$ cat src/rtl/io_pad_seq_pkg.sv
// Shared definitions for the IO pad bank power sequencer.
//   - FSM state encodings (3-bit)
//   - default settle / stagger cycle counts
//   - bank width helper
package io_pad_seq_pkg;

    typedef logic [2:0] seq_state_t;

    localparam seq_state_t ST_OFF      = 3'd0;
    localparam seq_state_t ST_WAIT_PWR = 3'd1;
    localparam seq_state_t ST_SETTLE   = 3'd2;
    localparam seq_state_t ST_TX_UP    = 3'd3;
    localparam seq_state_t ST_ACTIVE   = 3'd4;
    localparam seq_state_t ST_TX_DOWN  = 3'd5;

    localparam int unsigned DEF_SETTLE_CYCLES  = 64;
    localparam int unsigned DEF_STAGGER_CYCLES = 16;

    // Total pads in a bank.
    function automatic int unsigned bank_width(input int unsigned ng, input int unsigned gw);
        return ng * gw;
    endfunction

endpackage

$ cat src/rtl/io_sync_ff.sv
// Multi-flop synchronizer for a single asynchronous level, synchronous reset to 0.
// Ports:
//   clk  in  sampling clock
//   rst  in  synchronous reset, active high
//   d    in  asynchronous input level
//   q    out synchronized level (STAGES cycles of latency)
module io_sync_ff #(
    parameter int unsigned STAGES = 2
) (
    input  logic clk,
    input  logic rst,
    input  logic d,
    output logic q
);

    logic [STAGES-1:0] sync_q;

    // Shift chain; first flop is the only one exposed to metastability.
    always_ff @(posedge clk) begin
        if (rst) begin
            sync_q <= '0;
        end else begin
            sync_q <= {sync_q[STAGES-2:0], d};
        end
    end

    assign q = sync_q[STAGES-1];

endmodule

$ cat src/rtl/io_pad_pwr_seq.sv
// Power/enable sequencer for one IO pad bank.
// Waits for synchronized VDDIO power-good, lets the supply settle, releases isolation
// and receivers, then enables driver groups one at a time to limit switching noise.
// Ports:
//   clk, rst      clock, synchronous active-high reset
//   pwr_ok_ai     asynchronous VDDIO power-good
//   seq_start_i   pulse: start power-up (only honoured in OFF)
//   seq_stop_i    pulse: orderly shutdown
//   core_oe_i/ie  per-pad enables from the core
//   pad_oe_o/ie   gated enables toward the pad cells (combinational gating of registered masks)
//   iso_o         1 = bank isolated/clamped
//   grp_en_o      registered driver group enable mask
//   ready_o       bank fully active
//   fault_o       sticky power loss indicator
//   state_o       current FSM state
module io_pad_pwr_seq
    import io_pad_seq_pkg::*;
#(
    parameter int unsigned NUM_GROUPS     = 4,
    parameter int unsigned GROUP_W        = 8,
    parameter int unsigned SYNC_STAGES    = 2,
    parameter int unsigned SETTLE_CYCLES  = DEF_SETTLE_CYCLES,
    parameter int unsigned STAGGER_CYCLES = DEF_STAGGER_CYCLES
) (
    input  logic                                         clk,
    input  logic                                         rst,
    input  logic                                         pwr_ok_ai,
    input  logic                                         seq_start_i,
    input  logic                                         seq_stop_i,
    input  logic [bank_width(NUM_GROUPS, GROUP_W)-1:0]   core_oe_i,
    input  logic [bank_width(NUM_GROUPS, GROUP_W)-1:0]   core_ie_i,
    output logic [bank_width(NUM_GROUPS, GROUP_W)-1:0]   pad_oe_o,
    output logic [bank_width(NUM_GROUPS, GROUP_W)-1:0]   pad_ie_o,
    output logic                                         iso_o,
    output logic [NUM_GROUPS-1:0]                        grp_en_o,
    output logic                                         ready_o,
    output logic                                         fault_o,
    output logic [2:0]                                   state_o
);

    localparam int unsigned NG      = NUM_GROUPS;
    localparam int unsigned BANK_W  = bank_width(NUM_GROUPS, GROUP_W);
    localparam int unsigned CNT_MAX = (SETTLE_CYCLES > STAGGER_CYCLES) ? SETTLE_CYCLES
                                                                       : STAGGER_CYCLES;
    localparam int unsigned CNT_W   = $clog2(CNT_MAX + 1);

    localparam logic [CNT_W-1:0] SETTLE_LOAD  = CNT_W'(SETTLE_CYCLES - 1);
    localparam logic [CNT_W-1:0] STAGGER_LOAD = CNT_W'(STAGGER_CYCLES - 1);

    logic             pwr_ok;
    seq_state_t       state_q, state_d;
    logic [CNT_W-1:0] cnt_q, cnt_d;
    logic [NG-1:0]    grp_q, grp_d;
    logic [NG-1:0]    grp_up, grp_dn;
    logic             iso_q, iso_d;
    logic             rx_q, rx_d;
    logic             rdy_q, rdy_d;
    logic             flt_q, flt_d;
    logic             powered_state;

    io_sync_ff #(
        .STAGES (SYNC_STAGES)
    ) u_pwr_sync (
        .clk (clk),
        .rst (rst),
        .d   (pwr_ok_ai),
        .q   (pwr_ok)
    );

    // Mask is always a thermometer code from bit 0, so up/down steps are plain shifts.
    assign grp_up = (grp_q << 1) | NG'(1);
    assign grp_dn = grp_q >> 1;

    assign powered_state = (state_q == ST_SETTLE) || (state_q == ST_TX_UP) ||
                           (state_q == ST_ACTIVE) || (state_q == ST_TX_DOWN);

    // State and output registers.
    always_ff @(posedge clk) begin
        if (rst) begin
            state_q <= ST_OFF;
            cnt_q   <= '0;
            grp_q   <= '0;
            iso_q   <= 1'b1;
            rx_q    <= 1'b0;
            rdy_q   <= 1'b0;
            flt_q   <= 1'b0;
        end else begin
            state_q <= state_d;
            cnt_q   <= cnt_d;
            grp_q   <= grp_d;
            iso_q   <= iso_d;
            rx_q    <= rx_d;
            rdy_q   <= rdy_d;
            flt_q   <= flt_d;
        end
    end

    // Next-state and next-output logic.
    always_comb begin
        state_d = state_q;
        cnt_d   = cnt_q;
        grp_d   = grp_q;
        iso_d   = iso_q;
        rx_d    = rx_q;
        rdy_d   = rdy_q;
        flt_d   = flt_q;

        if (powered_state && !pwr_ok) begin
            // Power loss: drop everything at once, wait for power to return.
            state_d = ST_WAIT_PWR;
            cnt_d   = '0;
            grp_d   = '0;
            iso_d   = 1'b1;
            rx_d    = 1'b0;
            rdy_d   = 1'b0;
            flt_d   = 1'b1;
        end else begin
            case (state_q)
                ST_OFF: begin
                    if (seq_start_i && !seq_stop_i) begin
                        state_d = ST_WAIT_PWR;
                        flt_d   = 1'b0;
                    end
                end
                ST_WAIT_PWR: begin
                    if (seq_stop_i) begin
                        state_d = ST_OFF;
                    end else if (pwr_ok) begin
                        state_d = ST_SETTLE;
                        cnt_d   = SETTLE_LOAD;
                    end
                end
                ST_SETTLE: begin
                    if (seq_stop_i) begin
                        state_d = ST_OFF;
                        cnt_d   = '0;
                    end else if (cnt_q == '0) begin
                        iso_d = 1'b0;
                        rx_d  = 1'b1;
                        grp_d = NG'(1);
                        if (grp_d[NG-1]) begin
                            state_d = ST_ACTIVE;
                            rdy_d   = 1'b1;
                            cnt_d   = '0;
                        end else begin
                            state_d = ST_TX_UP;
                            cnt_d   = STAGGER_LOAD;
                        end
                    end else begin
                        cnt_d = cnt_q - CNT_W'(1);
                    end
                end
                ST_TX_UP, ST_ACTIVE: begin
                    if (seq_stop_i) begin
                        // Shutdown: highest enabled group drops immediately.
                        grp_d = grp_dn;
                        rdy_d = 1'b0;
                        if (grp_dn == '0) begin
                            state_d = ST_OFF;
                            iso_d   = 1'b1;
                            rx_d    = 1'b0;
                            cnt_d   = '0;
                        end else begin
                            state_d = ST_TX_DOWN;
                            cnt_d   = STAGGER_LOAD;
                        end
                    end else if (state_q == ST_TX_UP) begin
                        if (cnt_q == '0) begin
                            grp_d = grp_up;
                            if (grp_up[NG-1]) begin
                                state_d = ST_ACTIVE;
                                rdy_d   = 1'b1;
                                cnt_d   = '0;
                            end else begin
                                cnt_d = STAGGER_LOAD;
                            end
                        end else begin
                            cnt_d = cnt_q - CNT_W'(1);
                        end
                    end
                end
                ST_TX_DOWN: begin
                    if (cnt_q == '0) begin
                        grp_d = grp_dn;
                        if (grp_dn == '0) begin
                            state_d = ST_OFF;
                            iso_d   = 1'b1;
                            rx_d    = 1'b0;
                        end else begin
                            cnt_d = STAGGER_LOAD;
                        end
                    end else begin
                        cnt_d = cnt_q - CNT_W'(1);
                    end
                end
                default: begin
                    // Unreachable encodings recover to a safe, isolated OFF.
                    state_d = ST_OFF;
                    cnt_d   = '0;
                    grp_d   = '0;
                    iso_d   = 1'b1;
                    rx_d    = 1'b0;
                    rdy_d   = 1'b0;
                end
            endcase
        end
    end

    // Per-group output enable gating.
    for (genvar g = 0; g < NG; g++) begin : g_oe_gate
        assign pad_oe_o[g*GROUP_W +: GROUP_W] = core_oe_i[g*GROUP_W +: GROUP_W]
                                                & {GROUP_W{grp_q[g]}};
    end

    assign pad_ie_o = core_ie_i & {BANK_W{rx_q}};

    assign iso_o    = iso_q;
    assign grp_en_o = grp_q;
    assign ready_o  = rdy_q;
    assign fault_o  = flt_q;
    assign state_o  = state_q;

endmodule
$ cat config.mk
export PLATFORM = sky130hd
export DESIGN_NAME = io_pad_pwr_seq
export DESIGN_NICKNAME = d
export VERILOG_FILES = /design/src/rtl/io_pad_seq_pkg.sv /design/src/rtl/io_sync_ff.sv /design/src/rtl/io_pad_pwr_seq.sv
export SDC_FILE = /design/constraint.sdc
export NUM_CORES = 1
export LEC_CHECK = 0
export CAP_MARGIN = 40
export CORE_MARGIN = 3
export CORE_UTILIZATION = 38
export DETAILED_ROUTE_END_ITERATION = 10
export PLACE_DENSITY = 0.85
export SLEW_MARGIN = 20
export SYNTH_ARGS = -nofsm -noshare
export SYNTH_HDL_FRONTEND = slang
export SYNTH_SLANG_ARGS = --single-unit
$ cat constraint.sdc
create_clock -name clk -period 4.25 [get_ports clk]
set_input_delay 0.425 -clock clk [delete_from_list [all_inputs] [get_ports clk]]
set_output_delay 0.425 -clock clk [all_outputs]
set_load 0.03 [all_outputs]
======== After elaboration in Yosys (flattened, before gate mapping) ========
Cells that the tools add are included.
operators by class
  eq/ne operators ......................... 27
  bitwise gates (word level) .............. 8
  add/subtract/negate cells ............... 1
  reductions and logical operators ........ 23
  muxes and demuxes ....................... 53
operator list
  kind                 number
  $mux 7               9
  $mux 3               12
  $pmux 7 s5           1
  $and 32x32->32       1
  $and 8x8->8          4
  $mux 4               8
  $mux 1               18
  $pmux 4 s4           1
  $reduce_and 8->1     2
  $ne 3x3->1 const B   5
  $pmux 3 s5           1
  $ne 4x4->1 const B   3
  $reduce_and 5->1     2
  $ne 2x1->1 const B   4
  $ne 2x2->1 const B   4
  $pmux 1 s4           2
  $logic_not 7->1      1
  $sub 7x1->7 const B  1
  $eq 3x2->1 const B   2
  $eq 3x3->1 const B   2
  $ne 3x1->1 const B   2
  $ne 3x2->1 const B   2
  $reduce_and 6->1     1
  $reduce_or 2->1      3
  other kinds (14)     21
word-level totals
  bits in registers ....................... 20
  output and inout port bits .............. 74

======== Logic depth before layout (Yosys ltp) ========
Gate-level depths: netlist (run 1).
  depth after elaboration ................. 7
  gate-level depth with buffers ........... 10
  mapped depth without buffers ............ 6

======== By module ========
Synthesis (run 1) repeated with hierarchy kept, for this count alone.
second synthesis, totals
  cell total of the unflattened synthesis .. 262
  area total of the unflattened synthesis .. 1945.6 um^2
by module, submodules not included
  module          instances  area an instance (um^2)  cells an instance  sequential area each (um^2)
  io_pad_pwr_seq  1          1893.1                   258                360.3
  io_sync_ff      1          52.6                     4                  40.0

======== Least setup slack after synthesis (run 1) ========
No wires, ideal clock.
  path type ............................... reg-to-reg
  start ................................... register state_q[2] (netlist: state_o[2])
  end ..................................... register cnt_q[0]
  slack ................................... 1.656 ns
  data required time ...................... 4.155 ns
  data arrival time ....................... 2.499 ns
  setup time .............................. 0.095 ns
  stages on the path, launching flop included .. 10
  path through ............................ dfxtp_1 > buf_2 > buf_2 > inv_1 > ha_1 > nor2b_1 > or2_0 > clkbuf_1 > a2111o_1 > o311ai_1
between the ends
  longest elaborated chain between the ends .. 6
  elaborated cells between the ends (all ways) .. 19
RTL lines
  what                                                                      RTL line              RTL
  start, declared                                                           io_pad_pwr_seq.sv:51  seq_state_t state_q, state_d;
  start signal, assigned                                                    io_pad_pwr_seq.sv:88  state_q <= state_d;
  parallel branches: the longest is 6 deep, another holds $reduce_and 5->1  n/a
  end signal, assigned                                                      io_pad_pwr_seq.sv:89  cnt_q <= cnt_d;
  end, declared                                                             io_pad_pwr_seq.sv:52  logic [CNT_W-1:0] cnt_q, cnt_d;
Several ways; the timed one is not identified.
A chain may end at the register's enable or synchronous reset.

======== Final worst setup path (run 1) ========
  start ................................... register state_q[2] (netlist: state_o[2])
  end ..................................... register cnt_q[1]
The elaborated chain is that of the path after synthesis.

==> results.py, run 1 <==
metrics = {
    "drt": {
        "wl_mm": 7.62,
        "postRouteAntennaNets": 0,
        "dr_total_vias": 2419,
        "via_per_inst": 5.30,
        "remaining_drc_errors": 0,
        "firstDrtPassIters": 4,
        "wire_per_inst_um": 16.7,
        "drt-initial-drc-count": 142,
    },
    "logic_synthesis": {
        "synthDistinctLibCells": 55,
        "synth-compound-area-share": 0.205,
        "ys_ff_latch": 20,
        "async_reset_ff_frac": 0,
        "synth_cells": 262,
        "synth_xor_area_frac": 0.00895,
        "syn_avg_cell_area_um2": 7.47,
        "synth_edf_count": 0,
        "synth-main-ff-cell": "dfxtp_1",
        "synthesis.area_um2": 1960,
        "ys_seq_area_frac": 0.205,
        "syn-num-nets": 335,
        "synthMuxAreaShare": 0.0460,
        "yosys.area_share.simple": 0.446,
        "synth_top_family_by_area": "simple AND/OR/NAND/NOR gates",
        "synth-adder-area-share": 0.0256,
        "yosys_warnings": 0,
    },
    "sta": {
        "max_slew_margin": 0.508,
        "setup_tns_ns": 0,
        "hold_violations": 0,
        "fin_crit_sh": 0.650,
        "skew_ns": 0.00396,
        "finalSetupViolations": 0,
        "fmax_mhz": 362,
        "worst-slew-pin-transition_ns": 0.737,
        "rsz0062_at_grt": "false",
        "min_period_ns": 2.76,
        "slew_violations": 0,
    },
    "clocking": {
        "htreeDepth": 1,
        "path_clk_slew_ns": 0.08,
        "cts_buffer_depth": 2,
        "clk-insertion-delay-late_ns": 0.26,
        "ctsHoldBuffers": 0,
        "cts_made_buffers": 3,
        "cts_tree": "yes",
        "cts_setup_buffers": 0,
        "clock_sinks": 20,
        "root_buffer": "clkbuf_8",
        "ctsResizeCount": 0,
    },
    "pwr": {
        "seqPwrFrac": 0.339,
        "power_density_nw_per_um2": 199,
        "p_sw_mw": 0.224,
        "combPwrFrac": 0.378,
        "leakagePower_nw": 1.27,
        "p_int_mw": 0.461,
        "switching_share": 0.327,
        "vdd_drop_max_mv": 0.220,
        "clkPwrFrac": 0.282,
    },
    "outcome": {
        "status": "completed",
    },
    "grt": {
        "grt_max_degree": 34,
        "antenna_found_initial": 0,
        "first_global_vias": 2312,
        "grt_pass1_wl_mm": 12.3,
        "grt_overflow": 0,
        "grt_usage": 0.253,
    },
    "setup_path": {
        "path_class": "reg -> reg",
        "crit_path_end_kind": "register",
        "cp-start-kind": "register",
        "crit_required_ns": 4.42,
        "cp_max_fo": 23,
        "r2r.worst_path.cells": 6,
        "arrival_ns": 2.93,
    },
    "final_layout": {
        "drive_gt1_frac": 0.0437,
        "fin_nets": 463,
        "final_cell_mix": "142 x clkdlybuf4s50_1, 64 x and2_1, 20 x dfxtp_1, 17 x nand2_1, 15 x nor2_1",
        "n_antenna_cell": 0,
        "stdcell_area_um2": 3450,
        "synthToLayoutAreaGrowth_pct": 76.3,
        "final_common_cell": "clkdlybuf4s50_1",
    },
    "floorplanning": {
        "pin_count": 143,
        "dieArea_um2": 6050,
        "fp.dieW_um": 77.8,
        "die_h_um": 77.8,
        "rows": 25,
        "initial_core_util": 0.404,
        "core_area_um2": 4850,
    },
    "placement": {
        "place_hpwl_mm": 6.08,
        "place_congestion": 0.910,
        "place_area_um2": 3380,
        "numPortBuffers": 142,
    },
    "run": {
        "drv_cap": 0,
    },
    "worst_hold_path": {
        "hold_depth": 1,
        "hp-class": "reg -> reg",
    },
}
==> power by group through the flow <==
stage,combinational (mW),clock [mW],sequential [mW]
5_1_grt,0.280,0.204,0.236
2_1_floorplan,0.166,0,0.222
3_5_place_dp,0.255,0,0.236
6_report,0.259,0.193,0.233
4_1_cts,0.257,0.195,0.232
3_3_place_gp,0.251,0,0.236
==> per-stage QoR <==
step           hold WS (ns)  power, mW  worst slack, ns  std cells  utilization
2_1_floorplan         0.414      0.388             1.66        262            -
3_3_place_gp          0.419      0.487             1.53        452        0.697
3_5_place_dp          0.428      0.491             1.43        452        0.697
4_1_cts               0.446      0.684             1.52        456        0.711
5_1_grt               0.463      0.720             1.29        456        0.711
6_report              0.440      0.685             1.49        456        0.711
==> routing by layer <==
layer  up-vias  share of wire  GRT usage
li1       1176              -          -
met5         -              0          0
met4         0          0.010     0.0676
met2       119           0.52      0.458
met1      1118           0.39      0.303
met3         6          0.078     0.0452
==> logic make-up after synthesis <==
kind of cell / Yosys count
AOI/OAI and AO/OA: 53
xor gates and xnor gates: 2
adders and majority gates: 4
buffers and inverters: 28
DFF: 20
muxes: 9
and+or+nand+nor: 146
==> critical path, stage by stage (launching register included) <==
cell and delay [ns]:
dfxtp_1 0.80, inv_1 0.23, ha_1 0.32, nor2b_1 0.17, or2_0 0.33, a2111o_1 0.51, o311ai_1 0.30
==> flip-flops by register name, summed over array words and instances, names as in the netlist <==
register,count
grp_en_o,4
u_pwr_sync.sync_q,2
fault_o,1
cnt_q,7
rx_q,1
ready_o,1
state_o,3
iso_o,1
==> layout make-up <==
class | count | area [um^2]
Tap cell | 67 | 83.8
Sequential cell | 20 | 400
Multi-Input combinational cell | 214 | 1430
Fill cell | 386 | 1400
Inverter | 7 | 26.3
Clock inverter | 1 | 30.0
Timing Repair Buffer | 144 | 1440
Clock buffer | 3 | 41.3
==> final timing paths <==
check	end	start	slack (ns)
setup reg to reg	cnt_q[1]	state_o[2]	1.49
hold / removal	u_pwr_sync.sync_q[1]	u_pwr_sync.sync_q[0]	0.44
hold reg to reg	u_pwr_sync.sync_q[1]	u_pwr_sync.sync_q[0]	0.44
setup / recovery	cnt_q[1]	state_o[2]	1.49
==> cells in the mapped netlist (all sizes together), types with 4 or more instances <==
master  count  area share
nor3        5       0.013
a211oi      4       0.015
nand2b      7       0.022
o22ai       5       0.016
o311ai      4       0.018
nor2       15       0.029
or2         4       0.013
o21ai       6       0.015
o211ai      6       0.023
or3b        6       0.027
and2       64        0.20
buf         8       0.026
dfxtp      20        0.20
nand4       4       0.013
mux2i       9       0.046
nor2b       8       0.026
nand2      17       0.033
a21oi       6       0.015
clkbuf     13       0.025
inv         7       0.013
ha          4       0.026
No activity file was read; power rests on OpenSTA's default activity.
==> inputs of run 2 (changes only) <==
Settings changed: CORE_UTILIZATION 38 to 32, PLACE_DENSITY 0.85 to 0.76.
Clock period 4.25 ns to 2.47 ns, I/O delays scaled along.
==> run 2 against run 1 <==
First-iteration DRC count decreased by 6.3%. Largest cell class unchanged. Cell area is 1.7% higher. Register-to-register slack worse by 1.1 ns. Critical endpoint is now pad_oe_o[16]. Clock power increased by 34%. Non-clock buffer count is 9 higher.
==> results.py, run 2 (synthesized netlist as in run 1, its figures left out) <==
metrics = {
    "outcome": {
        "status": "completed",
    },
    "worst_hold_path": {
        "hold_depth": 1,
        "hp-class": "reg -> reg",
    },
    "final_layout": {
        "final_cell_mix": "142 x clkdlybuf4s50_1, 64 x and2_1, 19 x dfxtp_1, 17 x nand2_1, 15 x nor2_1",
        "n_antenna_cell": 0,
        "final_util": 0.615,
        "fin_nets": 472,
        "drive_gt1_frac": 0.0678,
        "largest_register_ffs": 7,
        "top_register": "cnt_q",
        "synthToLayoutAreaGrowth_pct": 79.3,
        "final_common_cell": "clkdlybuf4s50_1",
    },
    "sta": {
        "hold_violations": 0,
        "worst-slew-pin-transition_ns": 0.628,
        "skew_ns": 0.00865,
        "max_slew_margin": 0.578,
        "fmax_mhz": 466,
        "slew_violations": 0,
        "rsz0062_at_grt": "false",
        "fin_crit_sh": 0.870,
        "finalSetupViolations": 0,
        "min_period_ns": 2.15,
        "setup_tns_ns": 0,
    },
    "drt": {
        "via_per_inst": 5.27,
        "remaining_drc_errors": 0,
        "dr_total_vias": 2475,
        "wire_per_inst_um": 16.0,
        "drt-initial-drc-count": 133,
        "postRouteAntennaNets": 0,
        "wl_mm": 7.54,
        "firstDrtPassIters": 5,
    },
    "clocking": {
        "cts_buffer_depth": 2,
        "ctsResizeCount": 0,
        "clock_sinks": 20,
        "path_clk_slew_ns": 0.08,
        "cts_made_buffers": 3,
        "htreeDepth": 1,
        "cts_setup_buffers": 0,
        "ctsHoldBuffers": 0,
        "root_buffer": "clkbuf_8",
        "cts_tree": "yes",
        "clk-insertion-delay-late_ns": 0.27,
    },
    "setup_path": {
        "crit_path_end_kind": "output pin",
        "crit_required_ns": 2.22,
        "cp_max_fo": 20,
        "path_class": "reg -> out",
        "r2r.worst_path.cells": 4,
        "arrival_ns": 1.90,
        "cp-start-kind": "register",
    },
    "floorplanning": {
        "rows": 27,
        "fp.dieW_um": 84.2,
        "initial_core_util": 0.343,
        "core_area_um2": 5710,
        "pin_count": 143,
        "dieArea_um2": 7090,
        "die_h_um": 84.2,
    },
    "grt": {
        "grt_overflow": 0,
        "first_global_vias": 2225,
        "grt_max_degree": 23,
        "antenna_found_initial": 0,
        "grt_pass1_wl_mm": 12.0,
        "grt_usage": 0.205,
    },
    "pwr": {
        "leakagePower_nw": 1.31,
        "power_density_nw_per_um2": 324,
        "vdd_drop_max_mv": 0.367,
    },
    "placement": {
        "numPortBuffers": 142,
        "place_congestion": 0.911,
        "place_hpwl_mm": 6.14,
    },
    "run": {
        "drv_cap": 0,
    },
}
==> run 2: worst max-delay path, cell delays in order, from the launching register on <==
cell             delay (ns)
dfxtp_1                0.73
and2_1                 0.23
clkdlybuf4s50_1        0.67
==> run 2: layout make-up <==
cell class | count | area [um^2]
Sequential cell | 20 | 402
Clock buffer | 4 | 55.1
Tap cell | 72 | 90.1
Multi-Input combinational cell | 214 | 1430
Inverter | 7 | 26.3
Fill cell | 505 | 2200
Timing Repair Buffer | 153 | 1500
==> run 2: layer usage <==
metal | vias up | part of all wire | routed length (um) | GRT usage
met3 | 12 | 0.089 | 673 | 0.0432
met4 | 0 | 0.017 | 127 | 0.0482
met5 | - | 0 | 0 | 0
met2 | 136 | 0.51 | 3810 | 0.366
li1 | 1202 | - | - | -
met1 | 1125 | 0.39 | 2920 | 0.250
==> run 2: final timing paths <==
check / start / end / slack (ns)
hold / removal: u_pwr_sync.sync_q[0] / u_pwr_sync.sync_q[1] / 0.44
setup / recovery: grp_en_o[2] / pad_oe_o[16] / 0.32
setup reg to reg: cnt_q[2] / cnt_q[3] / 0.43
hold reg to reg: u_pwr_sync.sync_q[0] / u_pwr_sync.sync_q[1] / 0.44
==> run 2: through the flow <==
step | power [mW] | worst slack, ns | area (um^2) | cells | hold slack [ns]
2_1_floorplan | 0.667 | 0.0109 | 1960 | 262 | 0.319
3_3_place_gp | 0.871 | 0.437 | 3450 | 466 | 0.418
3_5_place_dp | 0.876 | 0.369 | 3450 | 466 | 0.434
4_1_cts | 1.13 | 0.305 | 3510 | 470 | 0.452
5_1_grt | 1.20 | 0.195 | 3510 | 470 | 0.473
6_report | 1.14 | 0.322 | 3510 | 470 | 0.442
==> run 2: power by group <==
part           switching, mW  total, mW  internal (mW)
combinational          0.237      0.499          0.262
sequential            0.0385      0.378          0.340
clock                  0.116      0.258          0.142
total                  0.392       1.14          0.744
